`config.mk`:
```
export PLATFORM = sky130hd
export DESIGN_NAME = fetch_pc_unit_flat
export DESIGN_NICKNAME = d
export VERILOG_FILES = /design/src/rtl/fetch_pc_unit_if.sv /design/src/rtl/fetch_pc_unit.sv /design/src/flat_wrapper.sv
export SDC_FILE = /design/constraint.sdc
export NUM_CORES = 2
export LEC_CHECK = 0
export BUFFER_PORTS_ARGS = -buffer_cell sky130_fd_sc_hd__buf_2
export CAP_MARGIN = 20
export CORE_ASPECT_RATIO = 0.8
export CORE_MARGIN = 1.5
export CORE_UTILIZATION = 45
export CTS_BUF_LIST = sky130_fd_sc_hd__clkbuf_8
export CTS_CLUSTER_SIZE = 30
export DETAILED_ROUTE_END_ITERATION = 12
export PLACE_DENSITY = 0.61
export SLEW_MARGIN = 20
export SYNTH_ARGS = -nofsm -noshare
export SYNTH_HDL_FRONTEND = slang
export SYNTH_SLANG_ARGS = --single-unit
export TNS_END_PERCENT = 5
```
`constraint.sdc`:
```
create_clock -name clk -period 9.4 [get_ports clk]
set_input_delay 1.88 -clock clk [delete_from_list [all_inputs] [get_ports clk]]
set_output_delay 1.88 -clock clk [all_outputs]
set_load 0.01 [all_outputs]
```
`src/rtl/fetch_pc_unit_if.sv`:
```
// Decode-side bus of the fetch stage: {pc, instr, prediction} offered under a
// valid/ready handshake. The fetch unit is the master, decode is the slave.
interface fetch_pc_unit_if #(
  parameter int PC_W = 64
);
  logic            valid_o;
  logic            ready_i;
  logic [PC_W-1:0] pc_o;
  logic [31:0]     instr_o;
  logic            pred_taken_o;
  logic [PC_W-1:0] pred_target_o;

  modport master (
    output valid_o, pc_o, instr_o, pred_taken_o, pred_target_o,
    input  ready_i
  );

  modport slave (
    input  valid_o, pc_o, instr_o, pred_taken_o, pred_target_o,
    output ready_i
  );
endinterface

```
`src/rtl/fetch_pc_unit.sv`:
```
// Fetch-stage PC generator: direct-mapped BTB with 2-bit counters, redirect
// handling and a one-entry valid/ready output register towards decode.
module fetch_pc_unit #(
  parameter int              PC_W        = 64,
  parameter int              BTB_ENTRIES = 16,
  parameter logic [PC_W-1:0] RESET_VEC   = {PC_W{1'b0}}
) (
  input  logic              clk,
  input  logic              rst,
  input  logic              redirect_i,
  input  logic [PC_W-1:0]   redirect_addr_i,
  input  logic              fence_i,
  input  logic              upd_en_i,
  input  logic [PC_W-1:0]   upd_pc_i,
  input  logic [PC_W-1:0]   upd_target_i,
  input  logic              upd_taken_i,
  output logic [PC_W-1:0]   imem_addr_o,
  input  logic [31:0]       instr_i,
  input  logic              instr_valid_i,
  fetch_pc_unit_if.master   dec_if
);
  localparam int          IDX_W = $clog2(BTB_ENTRIES);
  localparam int          TAG_W = PC_W - IDX_W - 2;
  localparam logic [31:0] NOP   = 32'h0000_0013;

  logic [PC_W-1:0]  pc_q, pc_d;
  logic             valid_q, valid_d;
  logic [PC_W-1:0]  pc_out_q, pc_out_d;
  logic [31:0]      instr_q, instr_d;
  logic             pred_taken_q, pred_taken_d;
  logic [PC_W-1:0]  pred_tgt_q, pred_tgt_d;

  logic             btb_vld_q [BTB_ENTRIES];
  logic [TAG_W-1:0] btb_tag_q [BTB_ENTRIES];
  logic [PC_W-1:0]  btb_tgt_q [BTB_ENTRIES];
  logic [1:0]       btb_ctr_q [BTB_ENTRIES];

  logic [IDX_W-1:0] lk_idx_s, upd_idx_s;
  logic [TAG_W-1:0] lk_tag_s, upd_tag_s;
  logic             lk_hit_s, lk_taken_s, upd_hit_s, adv_s;
  logic [PC_W-1:0]  npc_s;
  logic             unused_s;

  // Address bits [1:0] of redirect/update PCs carry no information.
  assign unused_s = ^{redirect_addr_i[1:0], upd_pc_i[1:0]};

  assign imem_addr_o          = pc_q;
  assign dec_if.valid_o       = valid_q;
  assign dec_if.pc_o          = pc_out_q;
  assign dec_if.instr_o       = instr_q;
  assign dec_if.pred_taken_o  = pred_taken_q;
  assign dec_if.pred_target_o = pred_tgt_q;

  assign adv_s = instr_valid_i && (!valid_q || dec_if.ready_i);

  // BTB lookup on the current fetch PC and training-port hit detection.
  always_comb begin
    lk_idx_s   = pc_q[IDX_W+1:2];
    lk_tag_s   = pc_q[PC_W-1:IDX_W+2];
    lk_hit_s   = btb_vld_q[lk_idx_s] && (btb_tag_q[lk_idx_s] == lk_tag_s);
    lk_taken_s = lk_hit_s && btb_ctr_q[lk_idx_s][1];
    if (lk_taken_s) begin
      npc_s = btb_tgt_q[lk_idx_s];
    end else begin
      npc_s = pc_q + PC_W'(3'd4);
    end
    upd_idx_s = upd_pc_i[IDX_W+1:2];
    upd_tag_s = upd_pc_i[PC_W-1:IDX_W+2];
    upd_hit_s = btb_vld_q[upd_idx_s] && (btb_tag_q[upd_idx_s] == upd_tag_s);
  end

  // Next fetch PC and output register: redirect beats advance beats drain.
  always_comb begin
    pc_d         = pc_q;
    valid_d      = valid_q;
    pc_out_d     = pc_out_q;
    instr_d      = instr_q;
    pred_taken_d = pred_taken_q;
    pred_tgt_d   = pred_tgt_q;
    if (redirect_i) begin
      pc_d    = {redirect_addr_i[PC_W-1:2], 2'b00};
      valid_d = 1'b0;
    end else if (adv_s) begin
      pc_d         = npc_s;
      valid_d      = 1'b1;
      pc_out_d     = pc_q;
      instr_d      = instr_i;
      pred_taken_d = lk_taken_s;
      pred_tgt_d   = lk_taken_s ? btb_tgt_q[lk_idx_s] : {PC_W{1'b0}};
    end else if (valid_q && dec_if.ready_i) begin
      valid_d = 1'b0;
    end else begin
      valid_d = valid_q;
    end
  end

  // Fetch PC and decode output register.
  always_ff @(posedge clk) begin
    if (!rst) begin
      pc_q         <= RESET_VEC;
      valid_q      <= 1'b0;
      pc_out_q     <= {PC_W{1'b0}};
      instr_q      <= NOP;
      pred_taken_q <= 1'b0;
      pred_tgt_q   <= {PC_W{1'b0}};
    end else begin
      pc_q         <= pc_d;
      valid_q      <= valid_d;
      pc_out_q     <= pc_out_d;
      instr_q      <= instr_d;
      pred_taken_q <= pred_taken_d;
      pred_tgt_q   <= pred_tgt_d;
    end
  end

  // BTB storage: fence wipes everything and swallows a same-cycle update.
  always_ff @(posedge clk) begin
    if (!rst) begin
      for (int i = 0; i < BTB_ENTRIES; i++) begin
        btb_vld_q[i] <= 1'b0;
        btb_tag_q[i] <= {TAG_W{1'b0}};
        btb_tgt_q[i] <= {PC_W{1'b0}};
        btb_ctr_q[i] <= 2'b01;
      end
    end else if (fence_i) begin
      for (int i = 0; i < BTB_ENTRIES; i++) begin
        btb_vld_q[i] <= 1'b0;
        btb_ctr_q[i] <= 2'b01;
      end
    end else if (upd_en_i) begin
      if (upd_hit_s) begin
        if (upd_taken_i) begin
          btb_tgt_q[upd_idx_s] <= upd_target_i;
          if (btb_ctr_q[upd_idx_s] != 2'b11) begin
            btb_ctr_q[upd_idx_s] <= btb_ctr_q[upd_idx_s] + 2'b01;
          end
        end else if (btb_ctr_q[upd_idx_s] != 2'b00) begin
          btb_ctr_q[upd_idx_s] <= btb_ctr_q[upd_idx_s] - 2'b01;
        end
      end else if (upd_taken_i) begin
        btb_vld_q[upd_idx_s] <= 1'b1;
        btb_tag_q[upd_idx_s] <= upd_tag_s;
        btb_tgt_q[upd_idx_s] <= upd_target_i;
        btb_ctr_q[upd_idx_s] <= 2'b10;
      end
    end
  end
endmodule
```
`src/flat_wrapper.sv`:
```
// flat-port wrapper written by rule: the top's interface ports become plain ports
module fetch_pc_unit_flat 
#(
  parameter int              PC_W        = 64,
  parameter int              BTB_ENTRIES = 16,
  parameter logic [PC_W-1:0] RESET_VEC   = {PC_W{1'b0}}
)
  (clk, rst, redirect_i, redirect_addr_i, fence_i, upd_en_i, upd_pc_i, upd_target_i, upd_taken_i, imem_addr_o, instr_i, instr_valid_i, dec_if_valid_o, dec_if_pc_o, dec_if_instr_o, dec_if_pred_taken_o, dec_if_pred_target_o, dec_if_ready_i);
  fetch_pc_unit_if #(.PC_W(PC_W)) dec_if_i ();
  input  logic clk;
  input  logic rst;
  input  logic redirect_i;
  input  logic [PC_W-1:0] redirect_addr_i;
  input  logic fence_i;
  input  logic upd_en_i;
  input  logic [PC_W-1:0] upd_pc_i;
  input  logic [PC_W-1:0] upd_target_i;
  input  logic upd_taken_i;
  output logic [PC_W-1:0] imem_addr_o;
  input  logic [31:0] instr_i;
  input  logic instr_valid_i;
  output wire logic [$bits(dec_if_i.valid_o)-1:0] dec_if_valid_o;
  output wire logic [$bits(dec_if_i.pc_o)-1:0] dec_if_pc_o;
  output wire logic [$bits(dec_if_i.instr_o)-1:0] dec_if_instr_o;
  output wire logic [$bits(dec_if_i.pred_taken_o)-1:0] dec_if_pred_taken_o;
  output wire logic [$bits(dec_if_i.pred_target_o)-1:0] dec_if_pred_target_o;
  input wire logic [$bits(dec_if_i.ready_i)-1:0] dec_if_ready_i;
  assign dec_if_valid_o = dec_if_i.valid_o;
  assign dec_if_pc_o = dec_if_i.pc_o;
  assign dec_if_instr_o = dec_if_i.instr_o;
  assign dec_if_pred_taken_o = dec_if_i.pred_taken_o;
  assign dec_if_pred_target_o = dec_if_i.pred_target_o;
  assign dec_if_i.ready_i = dec_if_ready_i;
  fetch_pc_unit #(.PC_W(PC_W), .BTB_ENTRIES(BTB_ENTRIES), .RESET_VEC(RESET_VEC)) u_core (.clk(clk), .rst(rst), .redirect_i(redirect_i), .redirect_addr_i(redirect_addr_i), .fence_i(fence_i), .upd_en_i(upd_en_i), .upd_pc_i(upd_pc_i), .upd_target_i(upd_target_i), .upd_taken_i(upd_taken_i), .imem_addr_o(imem_addr_o), .instr_i(instr_i), .instr_valid_i(instr_valid_i), .dec_if(dec_if_i));
endmodule
```
==> results.py <==
metrics = {
    "power_and_ir_drop": {
        "max-vdd-ir-drop_uv": 108,
        "power.density_nw_per_um2": 185,
        "power_uw": 22700,
        "leakage_uw": 0.0432,
    },
    "setup_path": {
        "cp_top_family": "buffers and inverters",
        "max_stage_delay_ns": 0.79,
        "ff2ff_setup_slack_ns": 2.54,
        "path_cells": "buf_8, buf_4, mux4_2, mux4_2, xnor2_1, nand4_1, a2111oi_2, and4_4, buf_4, nor3_2, nand2b_4, buf_12",
        "critPathLaunch": "upd_pc_i[3]",
        "cp_slowest_cell": "a2111oi_2",
        "cp.required_ns": 10.10,
        "cp-start-kind": "primary input",
        "path_max_fanout": 61,
        "r2r_cells": 12,
        "crit_buf_inv": 4,
        "cp.arrival_ns": 7.68,
        "path_class": "in -> reg",
        "endpoint_kind": "flip-flop",
    },
    "route": {
        "drc": 0,
        "wirelength_um": 431000,
        "vias": 75153,
        "ant_nets": 0,
        "drt_pass1_iterations": 6,
        "viasPerCell": 6.48,
        "drt_iter0_drc": 12609,
        "wl_per_cell_um": 37.2,
    },
    "status": {
        "status": "finished clean",
    },
    "clock_network": {
        "cts_resized": 0,
        "clock-sinks": 2230,
        "cts_buffer_depth": 4,
        "cts_tree": "done",
        "htreeDepth": 5,
        "post-cts-setup-buffers": 0,
        "ctsHoldBuffers": 0,
        "numCtsBuffers": 373,
        "clkLatencyLatePin_ns": 1.08,
        "root_buffer": "clkbuf_8",
        "clkTransAtPathRegs_ns": 0.06,
    },
    "logic_synthesis": {
        "synth_area_um2": 110000,
        "synth_nets": 7954,
        "synth_edf_count": 1984,
        "synth_ff_type": "edfxtp_1",
        "syn_inst": 7721,
        "yosysWarnings": 0,
        "ys_seq_area_share_pct": 58.7,
        "ys_ff_latch": 2230,
        "syn_area_per_cell_um2": 14.2,
        "yosysUniqueCellTypes": 89,
        "async_reset_ff_share_pct": 0,
    },
    "grt": {
        "grt_pass1_wl_um": 588000,
        "antenna_found_initial": 81,
        "grt_pass1_vias": 72107,
        "grt_max_degree": 143,
        "grt_usage_pct": 34.4,
        "grt-ovfl-total": 0,
    },
    "timing": {
        "period_minus_slack_ns": 6.98,
        "fin_skew_ns": 0.107,
        "setup_ws_ns": 2.42,
        "worst_pin_slew_ns": 1.25,
        "hold_viol": 0,
        "fmax_mhz": 143,
        "fin_setup_tns_ns": 0,
        "rsz0062_at_grt": "no",
        "min_period_over_period_pct": 74.3,
        "slew_headroom_pct": 13.9,
        "finalSetupViolCount": 0,
        "slew_viol_final": 0,
    },
    "layout": {
        "postLayoutCellArea_um2": 123000,
        "fin_nets": 8305,
        "syn_to_final_growth_pct": 11.8,
        "layout-drive-gt1-share_pct": 25.0,
    },
    "place": {
        "io_buffers": 453,
        "place_ws_ns": 1.64,
        "dp_hpwl_um": 264000,
        "dpl_cell_area_um2": 116000,
        "gp_congestion": 1.01,
    },
    "min_path": {
        "min-delay-start": "u_core.dec_if.instr_o[24]",
        "hold_end": "u_core.dec_if.instr_o[24]",
        "hp-class": "reg -> reg",
        "hold_path_depth": 2,
    },
    "run": {
        "cap_violations": 0,
    },
    "floorplan": {
        "fp.dieW_um": 555,
        "placeableCoreArea_um2": 243000,
        "die_y_um": 445,
        "start_util_pct": 45.2,
        "rows": 162,
        "dieArea_um2": 247000,
        "ios": 458,
    },
}
where the power goes:
part | internal (uW) | switching (uW) | leakage, uW | total, uW
Sequential | 11300 | 278 | 0.0209 | 11500
Combinational | 1070 | 1900 | 0.0184 | 2970
Clock | 4060 | 4130 | 0.00397 | 8190
Total | 16400 | 6310 | 0.0432 | 22700
synthesized netlist by cell type, types with 23 or more instances:
library cell  instances  area, um^2
a21oi_1             235        1180
edfxtp_1           1984       59600
a211oi_1             25         188
nor2_1              166         623
nand3_1              88         440
and2_1             1826       11400
nor3_1               57         285
buf_2               111         556
mux4_2              771       17400
a22oi_1              74         556
clkbuf_1            533        2000
nand2_1             404        1520
buf_4                45         338
nand4_1              33         206
inv_1                29         109
buf_6                27         304
xnor2_1              62         543
o22ai_1              28         175
nand2b_1             23         144
o21ai_0             121         606
and3_1              113         707
dfxtp_1             246        4920
mux2i_1             233        2330
nor4_1              103         644
through the flow:
stage	utilization, %	std cells	hold WS [ns]
6_report	50.5	11600	0.452
5_1_grt	50.5	11580	0.466
4_1_cts	50.4	11554	0.452
3_5_place_dp	47.7	10894	0.444
3_3_place_gp	47.6	10893	0.438
2_1_floorplan	-	7721	0.443
worst min-delay path: stages (launching register included):
cell     delay (ns)
dfxtp_1        0.31
nand2_1        0.05
a21oi_1        0.05
worst max path at each step:
stage | endpoint | slack, ns | cells past startpoint
finish | u_core.btb_tag_q[3][7] | 2.42 | 12
global route | u_core.btb_tag_q[3][7] | 2.38 | 12
CTS | flip-flop | 2.71 | 13
detailed placement | u_core.btb_tag_q[3][38] | 1.64 | 12
global placement | u_core.btb_tag_q[3][38] | 1.67 | 12
floorplan | u_core.btb_tag_q[15][0] | 0.20 | 14
routing by layer:
layer / routed length, um / GRT usage, %
met1: 162000 / 46.5
met2: 187000 / 49.6
met3: 55800 / 10.5
met4: 26400 / 19.0
met5: 151 / 0
sequential cells by signal, indices dropped and copies added (netlist names), 16 cells and up, named ones only:
name / count
u_core.btb_tgt_q: 1024
u_core.btb_tag_q: 928
u_core.dec_if.pc_o: 64
u_core.dec_if.pred_target_o: 64
u_core.imem_addr_o: 62
u_core.btb_ctr_q: 32
u_core.dec_if.instr_o: 32
u_core.btb_vld_q: 16
cell usage in the layout (no fill, tap or decap), types with 18 or more instances in the layout:
| cell type | count |
|---|---|
| diode_2 | 45 |
| nand2_1 | 401 |
| a21o_1 | 20 |
| clkbuf_8 | 406 |
| or3_1 | 21 |
| a22oi_1 | 74 |
| o22ai_1 | 28 |
| nor3_1 | 42 |
| nand3_1 | 87 |
| clkinv_1 | 69 |
| buf_12 | 41 |
| buf_4 | 223 |
| and3_1 | 113 |
| mux2i_1 | 229 |
| mux2_2 | 21 |
| dfxtp_1 | 242 |
| and2_1 | 1824 |
| nand4_1 | 33 |
| clkinv_2 | 31 |
| o21ai_0 | 104 |
| nor2_4 | 18 |
| xnor2_1 | 61 |
| inv_1 | 164 |
| nor4_1 | 103 |
| a21oi_1 | 235 |
| a211oi_1 | 25 |
| o21a_1 | 20 |
| mux4_2 | 771 |
| edfxtp_1 | 1984 |
| buf_2 | 447 |
| nor2_1 | 145 |
area by class of cell:
cell class,instances,area [um^2]
Inverter,39,161
Tap cell,3198,4000
Fill cell,20630,120000
Multi-Input combinational cell,4711,42400
Sequential cell,2230,64500
Timing Repair Buffer,717,4840
Antenna cell,45,113
Clock inverter,255,1200
Clock buffer,405,5570
kinds of logic after synthesis:
logic type | share of synthesized area [%]
simple gates | 15.3
buf+inv | 3.17
flops | 58.7
mux | 18.1
xor+xnor | 0.614
compound gates | 4.02
fa+ha+maj | 0.0114
Power figures use the tool's default switching activity.
